File: config.mk
export PLATFORM = sky130hd
export DESIGN_NAME = preset_loader
export DESIGN_NICKNAME = d
export VERILOG_FILES = /design/src/rtl/life_pkg.sv /design/src/rtl/lfsr16.sv /design/src/rtl/preset_loader.sv
export SDC_FILE = /design/constraint.sdc
export NUM_CORES = 1
export LEC_CHECK = 0
export CORE_ASPECT_RATIO = 1.4
export CORE_MARGIN = 8
export CORE_UTILIZATION = 49
export CTS_CLUSTER_SIZE = 25
export DETAILED_ROUTE_END_ITERATION = 16
export GPL_TIMING_DRIVEN = 0
export PLACE_DENSITY = 0.89
export REMOVE_ABC_BUFFERS = 1
export SLEW_MARGIN = 5
export SYNTH_ARGS = -nofsm -noshare
export SYNTH_HDL_FRONTEND = slang
export SYNTH_SLANG_ARGS = --single-unit
File: constraint.sdc
create_clock -name clk -period 2.2 [get_ports clk]
set_clock_uncertainty 0.15 [all_clocks]
set_input_delay 0.44 -clock clk [delete_from_list [all_inputs] [get_ports clk]]
set_output_delay 0.44 -clock clk [all_outputs]
set_load 0.05 [all_outputs]
File: src/rtl/life_pkg.sv
// Shared definitions for the cell block preset loader: load sequencer states,
// preset indices, pattern words and the random-pattern LFSR feedback taps.
package life_pkg;

  typedef enum logic [1:0] {
    S_IDLE      = 2'd0,
    S_WAIT_SYNC = 2'd1,
    S_WRITE     = 2'd2,
    S_DONE      = 2'd3
  } load_state_t;

  localparam logic [3:0] PRESET_CLEAR     = 4'd0;
  localparam logic [3:0] PRESET_BLINKER   = 4'd1;
  localparam logic [3:0] PRESET_BLOCK     = 4'd2;
  localparam logic [3:0] PRESET_GLIDER    = 4'd3;
  localparam logic [3:0] PRESET_ALL_ALIVE = 4'd4;
  localparam logic [3:0] PRESET_RANDOM    = 4'd15;

  localparam logic [15:0] WORD_BLINKER   = 16'h0070;
  localparam logic [15:0] WORD_BLOCK     = 16'h0660;
  localparam logic [15:0] WORD_GLIDER    = 16'h0742;
  localparam logic [15:0] WORD_ALL_ALIVE = 16'hFFFF;

  // Right-shifting form of taps 16,14,13,11: feedback is the XOR of bits 0,2,3,5.
  localparam logic [15:0] LFSR_TAPS = 16'h002D;

  // Small patterns live entirely in tile 0; reserved selects load a clear board.
  function automatic logic [15:0] pattern_word(input logic [3:0] sel,
                                               input logic first_tile,
                                               input logic [15:0] rnd);
    logic [15:0] word;
    word = '0;
    case (sel)
      PRESET_BLINKER:   word = first_tile ? WORD_BLINKER : '0;
      PRESET_BLOCK:     word = first_tile ? WORD_BLOCK : '0;
      PRESET_GLIDER:    word = first_tile ? WORD_GLIDER : '0;
      PRESET_ALL_ALIVE: word = WORD_ALL_ALIVE;
      PRESET_RANDOM:    word = rnd;
      default:          word = '0;
    endcase
    return word;
  endfunction

endpackage

File: src/rtl/lfsr16.sv
// Free-running 16-bit Fibonacci LFSR; a non-zero seed keeps it off the all-zero state.
module lfsr16
  import life_pkg::*;
#(
  parameter logic [15:0] SEED = 16'hACE1
) (
  input  logic        clk,
  input  logic        reset,
  output logic [15:0] value
);

  always_ff @(posedge clk) begin
    if (reset) begin
      value <= SEED;
    end else begin
      value <= {^(value & LFSR_TAPS), value[15:1]};
    end
  end

endmodule

File: src/rtl/preset_loader.sv
// Loads a selected starting pattern into the cell block memory as a burst of
// tile writes, synchronised to the frame boundary and an idle generation controller.
module preset_loader
  import life_pkg::*;
#(
  parameter int          NUM_TILES = 4,
  parameter logic [15:0] LFSR_SEED = 16'hACE1
) (
  input  logic                         clk,
  input  logic                         reset,
  input  logic                         load_req,
  input  logic [3:0]                   preset_sel,
  input  logic                         frame,
  input  logic                         ctrl_idle,
  output logic                         hold,
  output logic                         mem_write_enb,
  output logic [$clog2(NUM_TILES)-1:0] mem_array_sel,
  output logic [15:0]                  mem_alive_in,
  output logic                         busy,
  output logic                         done,
  output logic [7:0]                   load_count
);

  localparam int TW = $clog2(NUM_TILES);
  localparam logic [TW-1:0] LAST_TILE = TW'(NUM_TILES - 1);

  load_state_t   state_q, state_d;
  logic [TW-1:0] tile_q, tile_d;
  logic [3:0]    sel_q, sel_d;
  logic [7:0]    count_q, count_d;
  logic [15:0]   rnd;

  lfsr16 #(.SEED(LFSR_SEED)) u_lfsr (
    .clk   (clk),
    .reset (reset),
    .value (rnd)
  );

  always_ff @(posedge clk) begin
    if (reset) begin
      state_q <= S_IDLE;
      tile_q  <= '0;
      sel_q   <= '0;
      count_q <= '0;
    end else begin
      state_q <= state_d;
      tile_q  <= tile_d;
      sel_q   <= sel_d;
      count_q <= count_d;
    end
  end

  // Requests are only looked at in IDLE, so anything arriving mid-load is dropped.
  always_comb begin
    state_d = state_q;
    tile_d  = tile_q;
    sel_d   = sel_q;
    count_d = count_q;
    case (state_q)
      S_IDLE: begin
        if (load_req) begin
          sel_d   = preset_sel;
          state_d = S_WAIT_SYNC;
        end
      end
      S_WAIT_SYNC: begin
        if (frame && ctrl_idle) begin
          tile_d  = '0;
          state_d = S_WRITE;
        end
      end
      S_WRITE: begin
        if (tile_q == LAST_TILE) begin
          count_d = count_q + 8'd1;
          state_d = S_DONE;
        end else begin
          tile_d = tile_q + 1'b1;
        end
      end
      S_DONE: begin
        state_d = S_IDLE;
      end
      default: begin
        state_d = S_IDLE;
      end
    endcase
  end

  // Outputs decode straight from flops only; no input reaches an output combinationally.
  always_comb begin
    busy          = (state_q != S_IDLE);
    hold          = (state_q != S_IDLE);
    done          = (state_q == S_DONE);
    mem_write_enb = (state_q == S_WRITE);
    mem_array_sel = (state_q == S_WRITE) ? tile_q : '0;
    mem_alive_in  = (state_q == S_WRITE) ? pattern_word(sel_q, (tile_q == '0), rnd) : '0;
    load_count    = count_q;
  end

endmodule

==> flow_metrics.tcl <==
set metrics [dict create \
    status "complete, but fails checks" \
    violations "negative setup slack" \
    place_inst 249 \
    numCtsBuffers 5 \
    n_antenna_cell 0 \
    drt_iter0_drc 45 \
    cp-start-kind "flop" \
    worstSetupStartpoint "sel_q[1]" \
    core_region_area_mm2 0.00328 \
    finalCritPeriodShare_pct 107 \
    synth_top_family_by_area "simple AND/OR/NAND/NOR gates" \
    cp_common_cell "buf_6" \
    dieArea_mm2 0.00545 \
    grt_antenna_before_repair 0 \
    p_clk_share_pct 25.1 \
    max_freq_ghz 0.424 \
    portBuffers 38 \
    io_pins 39 \
    cpPeakStageDelay_ps 380 \
    rows 25 \
    drive_above_1_share_pct 33.9 \
    crit_required_ps 1610 \
    wl_per_cell_um 15.3 \
    synthCells 181 \
    power_density_mw_per_mm2 917 \
    crit_arrival_ps 1770 \
    synth-async-reset-ratio_pct 0 \
    crit_type "reg -> out" \
    place.gp.congestion 0.805 \
    root_buffer "clkbuf_8" \
    p_comb_share_pct 41.2 \
    drt_wl_total_um 4230 \
    final_nets 252 \
    cts.clk_slew.worst_paths_ps 60 \
    netSwitchingPower_uw 817 \
    crit_fanout 8 \
    worst_slack_ps -157 \
    r2r-end "load_count[7]" \
    post-route-min-period_ps 2360 \
    yosys_warnings 0 \
    synth_xor_area_share_pct 2.69 \
    max_slew_margin_pct 28.1 \
    switching_share_pct 37.7 \
    r2r_start "state_q[0]" \
    cts_sinks 32 \
    dr.pass1.iters 4 \
    crit_family "buffers and inverters" \
    p_seq_share_pct 33.7 \
    grt_max_degree 34 \
    synth-seq-area-share_pct 39.4 \
    hold_class "reg -> reg" \
    synth_area_mm2 0.00163 \
    crit_chain "nor4b_4 -> o41ai_4 -> buf_4 -> buf_6 -> a21oi_2 -> buf_6" \
    die-width_um 64.7 \
    ys.flop_type "dfxtp_1" \
    yosysMostFrequentCell "dfxtp_1" \
    hold_violations 0 \
    reg2reg_depth 7 \
    synthAdderAreaFrac_pct 6.15 \
    grt_use_total_pct 15.2 \
    synth_compound_area_share_pct 19.2 \
    tritoncts "built" \
    rsz0062_at_grt "true" \
    seqCellArea_um2 657 \
    critPathCaptureType "primary output" \
    worstHoldStart "u_lfsr.value[14]" \
    synth_edf_count 0 \
    grt_pass1_vias 1443 \
    viasPerCell 5.41 \
    initial_core_util_pct 49.6 \
    areaGrowthSynthToFinish_pct 45.2 \
    dieHeight_um 84.2 \
    yosysTopAreaCell "dfxtp_1" \
    p_leak_uw 0.000936 \
    yosysUniqueCellTypes 42 \
    drcViolationCount 0 \
    grt_pass1_wl_um 6680 \
    clk_latency_ps 270 \
    min_to "u_lfsr.value[13]" \
    worst-path-buf-inv 3 \
    reg2reg_slack_ps 300 \
    ant_nets 0 \
    synth-seq-cells 32 \
    fillerInstances 240 \
    htreeDepth 2 \
    tightest_slew_ps 1080 \
    report.final.slew_viol_count 0 \
    synth_mux_area_share_pct 0.615 \
    multi_input_area_mm2 0.00100 \
    clockBufferDepth 2 \
    p_int_uw 1350 \
    setup_tns_ps -807 \
    synth_top_area_share_pct 39.4 \
    num_vias 1492 \
    dp_hpwl_um 2460 \
    peakVddDrop_mv 0.707 \
    slowest_stage "dfxtp_4" \
    synth_common_cells "32 x dfxtp_1, 19 x a21oi_1, 14 x nand2_1" \
    overflow 0 \
    whs_path_depth 1 \
    setup_viol_count_final 15 \
    synthSimpleGateAreaFrac_pct 26.5 \
    synthTopCellsByArea "dfxtp_1 39%, ha_1 6.1%, a21oi_1 5.8%, o21a_1 4.2%, nor2b_1 3.5%" \
    instances_no_fill 276 \
    avgSynthCellArea_um2 8.99 \
    cap_viol_max_count 0 \
]
per-layer routing:
layer | track usage [%] | share of wire (%) | routed length (µm) | vias to the layer above
met5 | 0 | 0 | 0 | -
met4 | 2.99 | 0.28 | 12 | 0
met3 | 5.46 | 4.0 | 169 | 2
met2 | 28.3 | 54 | 2280 | 29
met1 | 15.6 | 42 | 1770 | 712
li1 | - | - | - | 749
what timing repair did:
action | 4_1_cts | 5_1_grt
gates cloned | 2 | 0
buffers inserted | 15 | 4
gates resized for setup | 145 | 21
pin swaps | 6 | 5
setup endpoints to repair | 22 | 20
hold buffers | 0 | 0
flip-flops by register name, indices dropped and copies added, names as in the netlist:
| signal | count |
|---|---|
| load_count | 8 |
| sel_q | 4 |
| state_q | 2 |
| tile_q | 2 |
| u_lfsr.value | 16 |
cells in the final DEF (no fill, tap or decap), types with 3 or more instances in the layout:
cell and instances:
or2_2 7, nand2_1 13, dfxtp_4 4, inv_1 5, ha_1 6, buf_4 16
inv_2 4, xnor2_1 3, nand2b_1 4, clkdlybuf4s50_1 16, or3_1 4, a21oi_1 14
o31ai_1 3, buf_2 3, clkbuf_8 5, nand3_1 6, o21ai_0 6, o21a_1 9
a21oi_2 5, and2_1 3, dfxtp_1 27, and4_1 3, buf_6 17, nor2b_1 9
nor2_1 3
worst max path at each step:
stage / to / slack [ps] / cells after the start
detailed placement: mem_alive_in[5] / -1170 / 4
global placement: mem_alive_in[5] / -1130 / 4
finish: mem_alive_in[4] / -160 / 6
global route: mem_alive_in[8] / -230 / 6
floorplan: mem_alive_in[10] / -620 / 3
CTS: mem_alive_in[1] / -120 / 6
area by class of cell:
type / count / share of cell area [%]
Multi-Input combinational cell: 131 / 42.4
Timing Repair Buffer: 56 / 21.8
Sequential cell: 32 / 27.8
Inverter: 9 / 1.43
Clock buffer: 6 / 3.07
Tap cell: 40 / 2.12
Clock inverter: 2 / 1.48
logic make-up after synthesis:
| group | count (synthesis) |
|---|---|
| adder cells (fa/ha/maj) | 8 |
| buffers and inverters | 19 |
| XOR/XNOR | 5 |
| AO/OA/AOI/OAI | 46 |
| AND/OR/NAND/NOR | 70 |
| flip-flops | 32 |
| multiplexers | 1 |
stage by stage:
step	power [µW]	hold slack, ps	util (%)	setup slack, ps	cell area (µm²)
6_report	2170	301	72.0	-157	2360
4_1_cts	2120	298	70.8	-122	2320
5_1_grt	2280	313	72.0	-233	2360
3_3_place_gp	1410	271	61.0	-1130	2000
2_1_floorplan	1230	259	-	-623	1570
3_5_place_dp	1420	282	61.0	-1170	2000
power groups by stage:
stage	combinational (µW)	clock, µW	sequential, µW
3_3_place_gp	683	0	728
3_5_place_dp	692	0	730
2_1_floorplan	522	0	708
6_report	893	545	730
4_1_cts	839	555	722
5_1_grt	963	578	740
worst register-to-register path, stage by stage, from the launching register on:
cell and delay, ps:
dfxtp_1 340, inv_2 110, ha_4 200, buf_4 130
buf_4 110, nand4_1 180, or4_1 450, a21oi_1 140
No activity file was read; power rests on OpenSTA's default activity.
